--- src/rtl/store_unit.sv ---
// Store buffer between execute and memory: formats sb/sh/sw into word-aligned
// lane-replicated writes, queues them in a small FIFO and rejects bad stores.
module store_unit #(
  parameter int DEPTH = 2
) (
  input  logic        clk,
  input  logic        rst,
  input  logic        st_valid,
  output logic        st_ready,
  input  logic [2:0]  st_funct3,
  input  logic [31:0] st_addr,
  input  logic [31:0] st_data,
  output logic        mem_req,
  output logic [31:0] mem_addr,
  output logic [31:0] mem_wdata,
  output logic [3:0]  mem_wstrb,
  input  logic        mem_ack,
  output logic        st_misalign,
  output logic        st_illegal,
  output logic        busy
);

  localparam int PW = (DEPTH > 1) ? $clog2(DEPTH) : 1;
  localparam int CW = PW + 1;
  localparam logic [CW-1:0] FULL = CW'(DEPTH);

  logic [CW-1:0] count;
  logic [PW-1:0] rd_ptr;
  logic [PW-1:0] wr_ptr;

  logic [29:0] addr_mem [DEPTH];
  logic [31:0] data_mem [DEPTH];
  logic [3:0]  strb_mem [DEPTH];

  logic        is_illegal;
  logic        is_misalign;
  logic [31:0] fmt_wdata;
  logic [3:0]  fmt_wstrb;
  logic        accept;
  logic        push;
  logic        pop;

  // Decode the store width into lane data/strobes and classify bad requests.
  always_comb begin
    is_illegal  = 1'b0;
    is_misalign = 1'b0;
    fmt_wdata   = '0;
    fmt_wstrb   = '0;
    case (st_funct3)
      3'b000: begin
        fmt_wdata = {4{st_data[7:0]}};
        fmt_wstrb = 4'b0001 << st_addr[1:0];
      end
      3'b001: begin
        fmt_wdata   = {2{st_data[15:0]}};
        fmt_wstrb   = st_addr[1] ? 4'b1100 : 4'b0011;
        is_misalign = st_addr[0];
      end
      3'b010: begin
        fmt_wdata   = st_data;
        fmt_wstrb   = 4'b1111;
        is_misalign = |st_addr[1:0];
      end
      default: begin
        is_illegal = 1'b1;
      end
    endcase
  end

  assign st_ready = (count != FULL);
  assign busy     = (count != '0);
  assign mem_req  = busy;
  assign accept   = st_valid && st_ready;
  assign push     = accept && !is_illegal && !is_misalign;
  assign pop      = busy && mem_ack;

  // Head entry is presented only while something is buffered.
  assign mem_addr  = busy ? {addr_mem[rd_ptr], 2'b00} : '0;
  assign mem_wdata = busy ? data_mem[rd_ptr] : '0;
  assign mem_wstrb = busy ? strb_mem[rd_ptr] : '0;

  always_ff @(posedge clk or posedge rst) begin
    if (rst) begin
      count       <= '0;
      rd_ptr      <= '0;
      wr_ptr      <= '0;
      st_misalign <= 1'b0;
      st_illegal  <= 1'b0;
    end else begin
      st_illegal  <= accept && is_illegal;
      st_misalign <= accept && !is_illegal && is_misalign;
      if (push) begin
        wr_ptr <= wr_ptr + PW'(1);
      end
      if (pop) begin
        rd_ptr <= rd_ptr + PW'(1);
      end
      case ({push, pop})
        2'b10:   count <= count + CW'(1);
        2'b01:   count <= count - CW'(1);
        default: count <= count;
      endcase
    end
  end

  // Payload storage carries no reset; validity is tracked by count alone.
  always_ff @(posedge clk) begin
    if (push && !rst) begin
      addr_mem[wr_ptr] <= st_addr[31:2];
      data_mem[wr_ptr] <= fmt_wdata;
      strb_mem[wr_ptr] <= fmt_wstrb;
    end
  end

endmodule

--- config.mk ---
export PLATFORM = sky130hd
export DESIGN_NAME = store_unit
export DESIGN_NICKNAME = d
export VERILOG_FILES = /design/src/rtl/store_unit.sv
export SDC_FILE = /design/constraint.sdc
export NUM_CORES = 1
export LEC_CHECK = 0
export ABC_CLOCK_PERIOD_IN_PS = 8570
export CAP_MARGIN = 20
export CELL_PAD_IN_SITES_DETAIL_PLACEMENT = 1
export CELL_PAD_IN_SITES_GLOBAL_PLACEMENT = 2
export CORE_MARGIN = 2
export CORE_UTILIZATION = 33
export CTS_CLUSTER_SIZE = 10
export DETAILED_ROUTE_END_ITERATION = 12
export PLACE_DENSITY_LB_ADDON = 0.1
export SETUP_SLACK_MARGIN = 0.4
export SYNTH_ARGS = -nofsm -noshare
export SYNTH_HDL_FRONTEND = slang
export SYNTH_SLANG_ARGS = --single-unit
--- constraint.sdc ---
create_clock -name clk -period 8.57 [get_ports clk]
set_clock_uncertainty 0.15 [all_clocks]
set_input_delay 1.714 -clock clk [delete_from_list [all_inputs] [get_ports clk]]
set_output_delay 1.714 -clock clk [all_outputs]
set_load 0.02 [all_outputs]
After elaboration in Yosys (flattened, before gate mapping)
Memories as Yosys holds them, arrays and structs flattened.
Cells that the tools add are included.

word-level totals
  bits in registers = 6
  bits in writable memories = 132
  bits of input ports = 71
  output and inout port bits = 73
  word-level logic and storage cells = 43
  memories kept = 3

operators by class
  add/subtract/negate cells = 4
  equality and inequality tests = 5
  shift operators = 1
  multiplexer cells = 11
  reductions and logical operators = 14

memory list
  name      words  bits a word  rd ports  clocked after memory_dff  write ports  line  source
  data_mem  2      32           1         0                         1            32    logic [31:0] data_mem [DEPTH];
  addr_mem  2      30           1         0                         1            31    logic [29:0] addr_mem [DEPTH];
  strb_mem  2      4            1         0                         1            33    logic [3:0] strb_mem [DEPTH];

operators by type and width
  kind                                                                number
  32-bit case mux with 3 select lines                                 1
  32-bit two-way mux                                                  2
  4-bit case mux with 3 select lines                                  1
  4-bit two-way mux                                                   2
  1-bit logical AND                                                   7
  2-bit case mux with 2 select lines                                  1
  2-bit nonzero test                                                  2
  1-bit by 2-bit << shifter with 4-bit output, first input constant   1
  3-bit by 1-bit == test with 1-bit output, second input constant     1
  3-bit by 2-bit == test with 1-bit output, second input constant     1
  3-bit logical NOT                                                   1
  1-bit two-way mux                                                   3
  3-bit OR reduction                                                  1
  1-bit adder, second input constant                                  2
  2-bit by 1-bit adder with 2-bit output, second input constant       1
  2-bit by 1-bit == test with 1-bit output, second input constant     1
  2-bit == test, second input constant                                1
  1-bit logical NOT                                                   2
  2-bit inequality test, second input constant                        1
  1-bit case mux with 2 select lines                                  1
  2-bit OR reduction                                                  1
  2-bit by 1-bit subtractor with 2-bit output, second input constant  1

Logic depth before layout (Yosys ltp)
  word-level depth = 7
  gate-level depth with buffers = 8
  mapped depth without buffers = 7

Worst setup path before layout
No wires, ideal clock.

  kind = input to register
  start point = in st_funct3[2]
  end point = mem addr_mem[0][0], enable pin
  library setup time = 571 ps
  data arrival time = 6842 ps
  data required time = 7849 ps
  path slack = 1007 ps
  cell stages on the path = 4
  buffers on the path = 1
  path through = clkbuf_1 -> a21oi_1 -> nand4_2 -> nor3_1

on the way
  word-level cells in the longest chain between the ends = 7
  elaborated cells on any way between the ends = 11
  those cells by class = 2 x eq/ne; 3 x mux; 6 x reduce/logical

RTL lines
  what                                                                      line  source
  from (decl)                                                               10    input logic [2:0] st_funct3,
  3-bit by 2-bit == test with 1-bit output (tied with other cells)          49    case (st_funct3)
  1-bit case mux with 2 select lines or 3-bit OR reduction (tied branches)  --
  1-bit logical NOT or 1-bit logical AND (tied branches)                    74    assign push = accept && !is_illegal && !is_misalign;
  1-bit logical AND (*)                                                     74
  1-bit logical AND (*)                                                     108   if (push && !rst) begin
  1-bit two-way mux (*)                                                     108
  1-bit two-way mux (not written as such) (*)                               109   addr_mem[wr_ptr] <= st_addr[31:2];
  to (decl)                                                                 31

Mark *: on every way between the ends. The rest lies on a longest branch, timed or not.

Worst setup path after layout
  start point = reg rd_ptr
  end point = out mem_wdata[26]

on the way
  word-level cells in the longest chain between the ends = 2

RTL lines
  what                    line  source
  from (decl)             28    logic [PW-1:0] rd_ptr;
  from (signal assigned)  96    rd_ptr <= rd_ptr + PW'(1);
  memory 2 x 32 bit       --
  32-bit two-way mux      79    assign mem_wdata = busy ? data_mem[rd_ptr] : '0;
  to (decl)               15    output logic [31:0] mem_wdata,

No other way between the ends.

==> results by group <==
STA
  • Fmax: ~0.21 GHz
  • Sum of negative setup slack: 0 ns
  • Unrepaired setup endpoints after global routing: false
  • Tmin final: 4.739 ns
  • Measured slew at the worst slew-check pin: 0.8766 ns
  • Fin. max-slew vios: 0
  • Fin crit share: approximately 55%
  • Setup Viol. Count Final: 0
  • Setup ws final: between 3 and 4 ns
  • Hold Fails Final Rpt: 0
  • Slew headroom: 41.38%

Global route
  • Total gr overflow: 0
  • Initial antenna violation count: 0
  • First-pass GRT wire length: 21,530 um
  • GRT Total Usage: 15.61%
  • Largest net degree at the start of global routing: 46
  • Vias in the first global route: 3,903

Placement
  • RePlAce Congestion: around 0.75
  • PortBufs: 141
  • Detailed placement HPWL: approximately 9700 um
  • DP Worst Slack: approximately 3.2 ns

Die
  • Core Box Area: 0.01736 mm^2
  • Die H: 137.3 um
  • Starting Density: around a third
  • Die X: 137.3 um
  • Io pins: around 140
  • FP Rows: 48
  • Die Area: roughly 0.019 mm^2

Routing
  • WL/cell: 17.77 um
  • Via total after detailed routing: 3,692
  • Routed wire length: 14,090 um
  • Iteration-0 DRC Markers: 138
  • Post-route ant nets: 0
  • Routed vias/inst: 4.656
  • # DRC: 0
  • Initial DRT Pass Iterations: 6

Clock network
  • Clk root buf: clkbuf_16
  • CTS-repair resized insts: 0
  • Clock slew at reported path FFs: 0.06 ns
  • CTS buffer count: 17
  • Max clock buf depth: 2
  • CTS tree: built
  • Clock latency on the worst-skew pair: 0.41 ns
  • Post-CTS setup buffer count: 0
  • Post-CTS Hold Buffers: 0
  • H-tree Lvls: 4
  • Clk sinks: approximately 140

Finish
  • Most common cell after layout, fill and taps aside: clkdlybuf4s50_1
  • Area Growth Syn to Fin: 39.45%
  • Commonest non-fill, non-tap cells in the layout: clkdlybuf4s50_1, edfxtp_1, nor2_1
  • Fraction of layout cells with a size suffix above 1: 7.746%
  • Layout fillers: about 1,800
  • Core Util, Final: 47.09%
  • Nets: between 600 and 700
  • Antenna diodes: 0

Setup path
  • Startpoint types: flip-flop
  • CP endpoint kind: primary output
  • Crit Path Category: flip-flop to primary output
  • CP arrival: around 2.9 ns
  • CP Data Required Time: 6.71 ns
  • Max Fanout on Critical Path: 45

Power
  • Leakage power: roughly 3 nW
  • Sw frac: around 31%
  • Worst IR Drop VDD: 0.1897 mV
  • Switching power: 0.8165 mW
  • Combinational share of power: 36.4%
  • P per Cell Area: between 300 and 400 mW/mm^2
  • Cell-internal power: 1.798 mW
  • Power share of the sequential group: 31.5%
  • Clock share of power: 32.0%

Yosys
  • Part of the Yosys area used for sequential elements: 70.20%
  • Mean Syn Cell Area: roughly 14 um^2
  • Leading area contributor after synthesis: edfxtp_1
  • Top cell type's share of synthesized area: 67.63%
  • Count of cell types in the netlist: 26
  • Synth area leaders: edfxtp_1, mux2i_1, nor2_1
  • Syn Std Cell Area: between 0.005 and 0.006 mm^2
  • Yosys reg bits: 138
  • Yosys warning count: 0
  • Cells after Synth: 415

Job
  • Max_cap viols: 0

Min path
  • Hold Path Class: flip-flop to flip-flop

Outcome
  • Status: complete, no violations
final timing paths:
path	startpoint	to	slack [ns]	cells past startpoint
min reg2reg	wr_ptr	wr_ptr	0.37	1
max reg2reg	count[1]	count[1]	6.30	6
max	rd_ptr	mem_wdata[26]	3.83	4
max in group asynchronous	rst	rd_ptr	6.52	2
min	wr_ptr	wr_ptr	0.37	1
min in group asynchronous	rst	st_illegal	1.52	2
per-layer routing:
| metal | up-vias | track usage, % | share of wire, % |
|---|---|---|---|
| li1 | 1783 | - | - |
| met5 | - | 0 | 0 |
| met1 | 1786 | 20.28 | 46 |
| met4 | 0 | 5.670 | 1.5 |
| met3 | 17 | 4.562 | 5.3 |
| met2 | 106 | 24.85 | 47 |
cell usage after synthesis:
master     count
and2_1         9
o21a_1         2
nand2_1        1
mux2i_1       66
o21ai_0        1
buf_4          7
buf_2         15
nand4_2        1
dfrtp_1        6
clkbuf_1       7
a21oi_1       27
ha_1           1
nand2b_1       2
inv_1          3
xor2_1         2
nor3_1         1
nor2_1        96
clkbuf_2       1
xnor2_1        3
conb_1         1
nor2b_1       12
nor3b_1        1
nor3b_2        1
a2bb2oi_2      1
edfxtp_1     132
a2bb2oi_1     16
critical path, stage by stage, from the launching register on:
cell,delay [ns]
dfrtp_4,0.69
buf_4,0.71
mux2i_1,0.25
nor2_1,0.14
clkdlybuf4s50_1,0.61
metrics by stage:
step / area [um^2] / hold slack [ns] / power (mW) / instances
2_1_floorplan: 5864 / 0.3095 / 1.379 / 416
3_3_place_gp: 7473 / 0.3490 / 1.802 / 759
3_5_place_dp: 7473 / 0.3628 / 1.808 / 759
4_1_cts: 8154 / 0.3744 / 2.657 / 791
5_1_grt: 8173 / 0.4254 / 2.736 / 793
6_report: 8173 / 0.3702 / 2.615 / 793
cell type report:
| type | instances | area, um^2 | share of cell area (%) |
|---|---|---|---|
| Inverter | 3 | 11.26 | 0.1378 |
| Clock inverter | 13 | 247.7 | 3.031 |
| Timing Repair Buffer | 150 | 1483 | 18.14 |
| Tap cell | 225 | 281.5 | 3.445 |
| Multi-Input combinational cell | 245 | 1599 | 19.57 |
| Sequential cell | 138 | 4118 | 50.38 |
| Clock buffer | 19 | 432.9 | 5.297 |
power groups by stage:
stage               Sequential [mW]  Clock, mW  Combinational (mW)
floorplan                     0.807          0               0.572
global placement              0.837          0               0.964
detailed placement            0.839          0               0.968
CTS                           0.827      0.857               0.973
global route                  0.832      0.883                1.02
finish                        0.825      0.838               0.952
state kept, by name, indices dropped and copies added, names as in the netlist:
register / count
wr_ptr: 1
addr_mem: 60
strb_mem: 8
st_illegal: 1
data_mem: 64
st_misalign: 1
count: 2
rd_ptr: 1
cell families after synthesis:
kind of cell	share of synthesized area, %
buf+inv	2.903
simple gates	9.308
fa+ha+maj	0.2135
xor+xnor	0.7474
flops	70.20
mux	11.27
other cells	0.06399
compound gates	5.294
Power figures use the tool's default switching activity.
